File: config.mk
export PLATFORM = sky130hd
export DESIGN_NAME = hazard_fwd_ctrl
export DESIGN_NICKNAME = d
export VERILOG_FILES = /design/src/rtl/hazard_fwd_ctrl.sv
export SDC_FILE = /design/constraint.sdc
export NUM_CORES = 1
export LEC_CHECK = 0
export ABC_AREA = 1
export CORE_ASPECT_RATIO = 0.7
export CORE_UTILIZATION = 45
export CTS_CLUSTER_DIAMETER = 40
export DETAILED_ROUTE_END_ITERATION = 8
export PLACE_DENSITY_LB_ADDON = 0.3
export REMOVE_ABC_BUFFERS = 1
export SYNTH_ARGS = -nofsm -noshare
export SYNTH_HDL_FRONTEND = slang
export SYNTH_SLANG_ARGS = --single-unit
File: constraint.sdc
create_clock -name clk -period 1.6 [get_ports clk]
set_input_delay 0.32 -clock clk [delete_from_list [all_inputs] [get_ports clk]]
set_output_delay 0.32 -clock clk [all_outputs]
set_load 0.005 [all_outputs]
File: src/rtl/hazard_fwd_ctrl.sv
// Hazard and forwarding control for the five-stage pipeline.
// Keeps the destination register, result latency and source registers of the
// instructions in E, M and W, and works out the stall signal and the bypass
// mux selects for the D, E and M stages.
module hazard_fwd_ctrl (
  input  logic       clk,
  input  logic       reset,
  input  logic       d_valid,
  input  logic [4:0] d_rs,
  input  logic [4:0] d_rt,
  input  logic [1:0] d_tuse_rs,
  input  logic [1:0] d_tuse_rt,
  input  logic [4:0] d_a3,
  input  logic [1:0] d_tnew,
  output logic       stall,
  output logic [1:0] fwd_d_rs,
  output logic [1:0] fwd_d_rt,
  output logic [1:0] fwd_e_rs,
  output logic [1:0] fwd_e_rt,
  output logic       fwd_m_rt
);

  // E stage record
  logic [4:0] e_a3;
  logic [1:0] e_tnew;
  logic [4:0] e_rs;
  logic [4:0] e_rt;

  // M stage record; its tnew is already one cycle closer to ready than in E
  logic [4:0] m_a3;
  logic [1:0] m_tnew;
  logic [4:0] m_rt;

  // W stage record; a W result is always ready
  logic [4:0] w_a3;

  logic       e_bubble;
  logic       stall_rs;
  logic       stall_rt;

  // A D operand has to wait if the nearest producer of it cannot deliver in
  // time. Only the nearest matching stage counts, and W never stalls.
  function automatic logic op_stall(input logic [4:0] r, input logic [1:0] tuse,
                                    input logic [4:0] ea3, input logic [1:0] etnew,
                                    input logic [4:0] ma3, input logic [1:0] mtnew);
    op_stall = 1'b0;
    if (tuse != 2'd3 && r != 5'd0) begin
      if (r == ea3)
        op_stall = (etnew > tuse);
      else if (r == ma3)
        op_stall = (mtnew > tuse);
    end
  endfunction

  // D bypass: nearest matching stage wins; a not-yet-ready nearest match
  // falls back to the register file and the stall keeps things correct.
  function automatic logic [1:0] d_sel(input logic [4:0] r,
                                       input logic [4:0] ea3, input logic [1:0] etnew,
                                       input logic [4:0] ma3, input logic [1:0] mtnew,
                                       input logic [4:0] wa3);
    d_sel = 2'b00;
    if (r != 5'd0) begin
      if (r == ea3)
        d_sel = (etnew == 2'd0) ? 2'b01 : 2'b00;
      else if (r == ma3)
        d_sel = (mtnew == 2'd0) ? 2'b10 : 2'b00;
      else if (r == wa3)
        d_sel = 2'b11;
    end
  endfunction

  // E bypass: M beats W, and M is only usable once its result exists.
  function automatic logic [1:0] e_sel(input logic [4:0] r,
                                       input logic [4:0] ma3, input logic [1:0] mtnew,
                                       input logic [4:0] wa3);
    e_sel = 2'b00;
    if (r != 5'd0) begin
      if (r == ma3)
        e_sel = (mtnew == 2'd0) ? 2'b01 : 2'b00;
      else if (r == wa3)
        e_sel = 2'b10;
    end
  endfunction

  // Stall and forwarding selects, purely from the records and the D inputs
  always_comb begin
    stall_rs = op_stall(d_rs, d_tuse_rs, e_a3, e_tnew, m_a3, m_tnew);
    stall_rt = op_stall(d_rt, d_tuse_rt, e_a3, e_tnew, m_a3, m_tnew);
    stall    = d_valid && (stall_rs || stall_rt);
    fwd_d_rs = d_sel(d_rs, e_a3, e_tnew, m_a3, m_tnew, w_a3);
    fwd_d_rt = d_sel(d_rt, e_a3, e_tnew, m_a3, m_tnew, w_a3);
    fwd_e_rs = e_sel(e_rs, m_a3, m_tnew, w_a3);
    fwd_e_rt = e_sel(e_rt, m_a3, m_tnew, w_a3);
    fwd_m_rt = (m_rt != 5'd0) && (m_rt == w_a3);
    e_bubble = stall || !d_valid;
  end

  // Shift the records down the pipe every cycle, inserting a bubble into E
  // when D is stalled or empty; tnew counts down and stops at zero.
  always_ff @(posedge clk) begin
    if (reset) begin
      e_a3   <= 5'd0;
      e_tnew <= 2'd0;
      e_rs   <= 5'd0;
      e_rt   <= 5'd0;
      m_a3   <= 5'd0;
      m_tnew <= 2'd0;
      m_rt   <= 5'd0;
      w_a3   <= 5'd0;
    end else begin
      w_a3   <= m_a3;
      m_a3   <= e_a3;
      m_tnew <= (e_tnew == 2'd0) ? 2'd0 : e_tnew - 2'd1;
      m_rt   <= e_rt;
      if (e_bubble) begin
        e_a3   <= 5'd0;
        e_tnew <= 2'd0;
        e_rs   <= 5'd0;
        e_rt   <= 5'd0;
      end else begin
        e_a3   <= d_a3;
        e_tnew <= d_tnew;
        e_rs   <= d_rs;
        e_rt   <= d_rt;
      end
    end
  end

endmodule

Word level (Yosys, flattened, before mapping) --
Index checks and enable logic that the tools add are counted. Widths: inputs -> output; s select.
Storage, ports and cells: bits in registers 34, bits of input ports 24, output and inout bits 10, logic and storage cells 65
Cells by class: add/sub/neg operators 1, $lt $le $gt $ge 4, eq/ne operators 13, muxes and demuxes 23, reductions and logical operators 16
Operator list (number):
- $eq 5x5->1 | 11
- $mux 2 | 15
- $reduce_bool 5->1 | 5
- $gt 2x2->1 | 4
- $mux 1 | 8
- $logic_and 1x1->1 | 4
- $logic_not 2->1 | 2
- $ne 2x2->1 const B | 2
- $reduce_or 2->1 | 2
- $logic_or 1x1->1 | 2
- $sub 2x1->2 const B | 1
- $logic_not 1->1 | 1

Longest topological paths before layout --
depth in word-level cells 8, mapped depth 11, mapped depth without buffers 10

Worst setup path before layout --
Ideal clock, no wire load.
kind input-to-output, start point input port d_tuse_rs[1], end point output port stall, data arrival time 1.223 ns, required time 1.280 ns, slack 0.057 ns, cell stages on the path 8, path buffers 0, cells stage by stage inv_1 > ha_1 > a21oi_1 > a21oi_1 > nor2_2 > nor2_1 > nand2_2 > a21oi_1
Between the ends: word-level cells in the longest chain between the ends 6, elaborated cells between the ends (all ways) 9, those cells by class order compare (2); eq/ne (1); mux (3); reduce/logical (3)
RTL lines:
- start: declaration | line 11 | input logic [1:0] d_tuse_rs,
- $gt 2x2->1 | line 51 | op_stall = (mtnew > tuse);
- $mux 1 | line 50 | else if (r == ma3)
- $mux 1 | line 48 | if (r == ea3)
- $mux 1 * | line 47 | if (tuse != 2'd3 && r != 5'd0) begin
- $logic_or 1x1->1 * | line 89 | stall = d_valid && (stall_rs || stall_rt);
- $logic_and 1x1->1 * | line 89
- end: declaration | line 15 | output logic stall,
Mark *: on every way between the ends. The rest lies on a longest branch, timed or not.

Final worst setup path --
start point input port d_rs[0], end point output port fwd_d_rs[0]
Between the ends: word-level cells in the longest chain between the ends 5, elaborated cells between the ends (all ways) 8, those cells by class eq/ne (3); mux (4); reduce/logical (1)
RTL lines:
- start: declaration | line 9 | input logic [4:0] d_rs,
- $eq 5x5->1 | line 67 | else if (r == wa3)
- $mux 2 | line 67
- $mux 2 | line 65 | else if (r == ma3)
- $mux 2 | line 63 | if (r == ea3)
- $mux 2 * | line 62 | if (r != 5'd0) begin
- end: declaration | line 16 | output logic [1:0] fwd_d_rs,
Marks and branches as above.

==> results.cfg <==
[run_status]
status = complete, but fails checks
violations = design-rule violations, negative setup slack

[sta]
finalHoldViolations = 0
setup_slack_ns = -0.5350
slew_viol_final = 0
period_share_pct = 133.4
final.min_clock_period_ns = 2.135
rsz0062_at_grt = yes
worstMarginPinSlew_ns = 0.6733
clock.fmax_ghz = 0.4684
tns_ns = -6.845
slew_headroom_pct = 54.95
skew_ns = 0.006234
setup-violations-final = 27

[setup_path]
cp_slowest_cell = clkdlybuf4s15_1
cp-start-kind = input port
crit_chain = clkdlybuf4s15_1 -> nor2_1 -> nor2_1 -> nor2_1 -> nand3_2 -> o21ai_0 -> a21oi_2 -> buf_2
critPathArrivalTime_ns = 1.81
worstSetupPathType = input port to output pin
slowest_delay_ns = 0.32
crit_top_cell = nor2_1
end_kind = output pin
cpLargestDelayFamily = simple AND/OR/NAND/NOR gates
path_max_fanout = 5
cp_num_buf_inv = 2
worstPathRequired_ns = 1.28

[pwr]
worst_ir_drop_vdd_mv = 0.4858
power.density_nw_per_um2 = 644.2
p_leak_nw = 1.588

[detailed_routing]
via_per_inst = 5.387
dr.first_iter.drc_count = 261
ant_nets = 0
vias = 2462
drt_first_pass_iters = 7
wl_per_cell_um = 16.39
drc = 6
wirelength_um = 7492

[grt]
grt_pass1_vias = 2144
grt_pass1_wl_um = 10250
grtUsageTotal_pct = 27.43
grt_max_degree = 18
globalRouteOverflowTotal = 0
antenna_found_initial = 0

[final_layout]
layout-drive-gt1-share_pct = 48.01
syn_to_final_growth_pct = 60.97
antenna_cells = 0
fin_nets = 436
post-route-util_pct = 77.12

[floorplan]
io_pins = 34
core_area_um2 = 4429
fp-row-count = 20
design.die.area_um2 = 4999
die_y_um = 59.46
die_w_um = 84.08
initial_core_util_pct = 47.91

[min_path]
min_path_type = input port to flip-flop

[logic_synthesis]
synth.area.top_cells = dfxtp_1 32%, xnor2_1 11%, nand2_1 8.7%, inv_1 7.4%, nor2_1 7.3%
async_reset_ff_share_pct = 0
synthTopCellsByCount = 49 x nand2_1, 42 x inv_1, 41 x nor2_1
syn_inst = 301
synth_xor_area_share_pct = 15.27
synthMuxAreaShare_pct = 0
yosysWarnings = 0
synth_area_um2 = 2122
syn_avg_cell_area_um2 = 7.050
synth_top_family_by_area = simple AND/OR/NAND/NOR gates
synth-edff-count = 0
yosysMostFrequentCell = nand2_1
synth_area_leader_cell = dfxtp_1
synthFlopType = dfxtp_1
synthSimpleGateAreaFrac_pct = 31.37
yosysSeqAreaShare_pct = 32.08
synth_compound_area_share_pct = 4.835
synth_adder_area_share_pct = 5.307
synth_top_area_share_pct = 32.08
ys_types = 27
synth.ff_latch_count = 34

[clock_network]
postCtsHoldBufs = 0
tritoncts = done
htreeDepth = 2
ctsRootBufferMaster = clkbuf_8
cts_buffers = 5
cts.sinks = 34
clockBufferDepth = 2
clk_pin_slew_ns = 0.07
worstSkewPairLatency_ns = 0.30

[job]
maxCapViolCount = 0

[place]
dpl.hpwl_um = 4433
routabilityCongestion = 0.9408
io_buffers = 33
## final cells by class
| cell class | instances | area (µm²) |
|---|---|---|
| flip-flops and latches | 34 | 723.2 |
| clock buffers | 6 | 82.58 |
| repair buffers | 104 | 835.8 |
| well taps | 55 | 68.82 |
| multi-input cells | 210 | 1525 |
| inverters | 48 | 180.2 |
| fillers | 298 | 1013 |
## per-stage QoR
stage / setup slack [ns] / power, mW / hold slack [ns] / instances / area, µm²
final: -0.5350 / 2.200 / 0.3807 / 457 / 3416
after global routing: -0.5922 / 2.292 / 0.4061 / 457 / 3416
after CTS: -0.3776 / 2.106 / 0.4106 / 455 / 3236
after detailed placement: -1.016 / 1.443 / 0.4083 / 443 / 2953
after global placement: -0.9854 / 1.433 / 0.4062 / 443 / 2953
after floorplan: 0.05739 / 1.163 / 0.3911 / 290 / 2066
## registers in the layout (all words and copies together), names as in the netlist
register	cells
w_a3	5
m_tnew	2
m_rt	5
e_rs	5
e_tnew	2
e_a3	5
m_a3	5
e_rt	5
## worst reg2reg max path, stage by stage (launching register included)
cell and delay, ns:
dfxtp_2 0.35, nor2_1 0.14, nor2_1 0.07, nor2_1 0.19, nand3_2 0.18, nor2_2 0.15
nor2_1 0.06, nand2_2 0.08, buf_4 0.17, nand3_4 0.20, nor2_2 0.16
## layout by cell type, fill, tap and decap left out, drive strengths merged
master | netlist | routed
a21oi | 12 | 12
and3 | 2 | 2
buf | 3 | 81
clkbuf | 8 | 8
clkdlybuf4s15 | 0 | 2
clkdlybuf4s50 | 0 | 9
dfxtp | 34 | 34
dlygate4sd2 | 0 | 10
ha | 9 | 9
inv | 48 | 48
nand2 | 53 | 53
nand3 | 15 | 17
nand4 | 5 | 5
nor2 | 55 | 55
nor3 | 9 | 9
nor4 | 2 | 2
o21ai | 6 | 6
o22ai | 2 | 2
or2 | 1 | 1
xnor2 | 27 | 27
xor2 | 10 | 10
## worst paths after layout
kind	start	to	slack, ns	depth (start not counted)
min	d_rt[4]	e_rt[4]	0.38	4
min reg2reg	e_tnew[0]	m_tnew[0]	0.42	1
max reg2reg	e_a3[0]	e_a3[3]	-0.21	10
max	d_rs[0]	fwd_d_rs[0]	-0.53	8
## routing by layer
layer,wire length [µm],vias up,track usage [%]
met1,3020,1137,37.11
met5,0,-,0
li1,-,1130,-
met4,313,0,6.158
met2,3445,159,45.90
met3,712,36,5.432
## what timing repair did
action / 4_1_cts / 5_1_grt
pin swaps: 31 / 31
resized for setup: 111 / 53
endpoints found under the setup margin: 27 / 27
buffers inserted: 10 / 4
gates cloned: 2 / 0
## where the power goes
group	switching, mW	internal, mW	total (mW)
clock	0.315	0.332	0.647
combinational	0.326	0.316	0.642
sequential	0.0382	0.873	0.911
## kinds of logic (layout without fill, tap and decap cells)
family | after synthesis | after routing
compound gates | 20 | 20
fa+ha+maj | 9 | 9
flops | 34 | 34
simple gates | 142 | 144
buf+inv | 59 | 158
xor+xnor | 37 | 37
(Power assumes the default switching activity.)
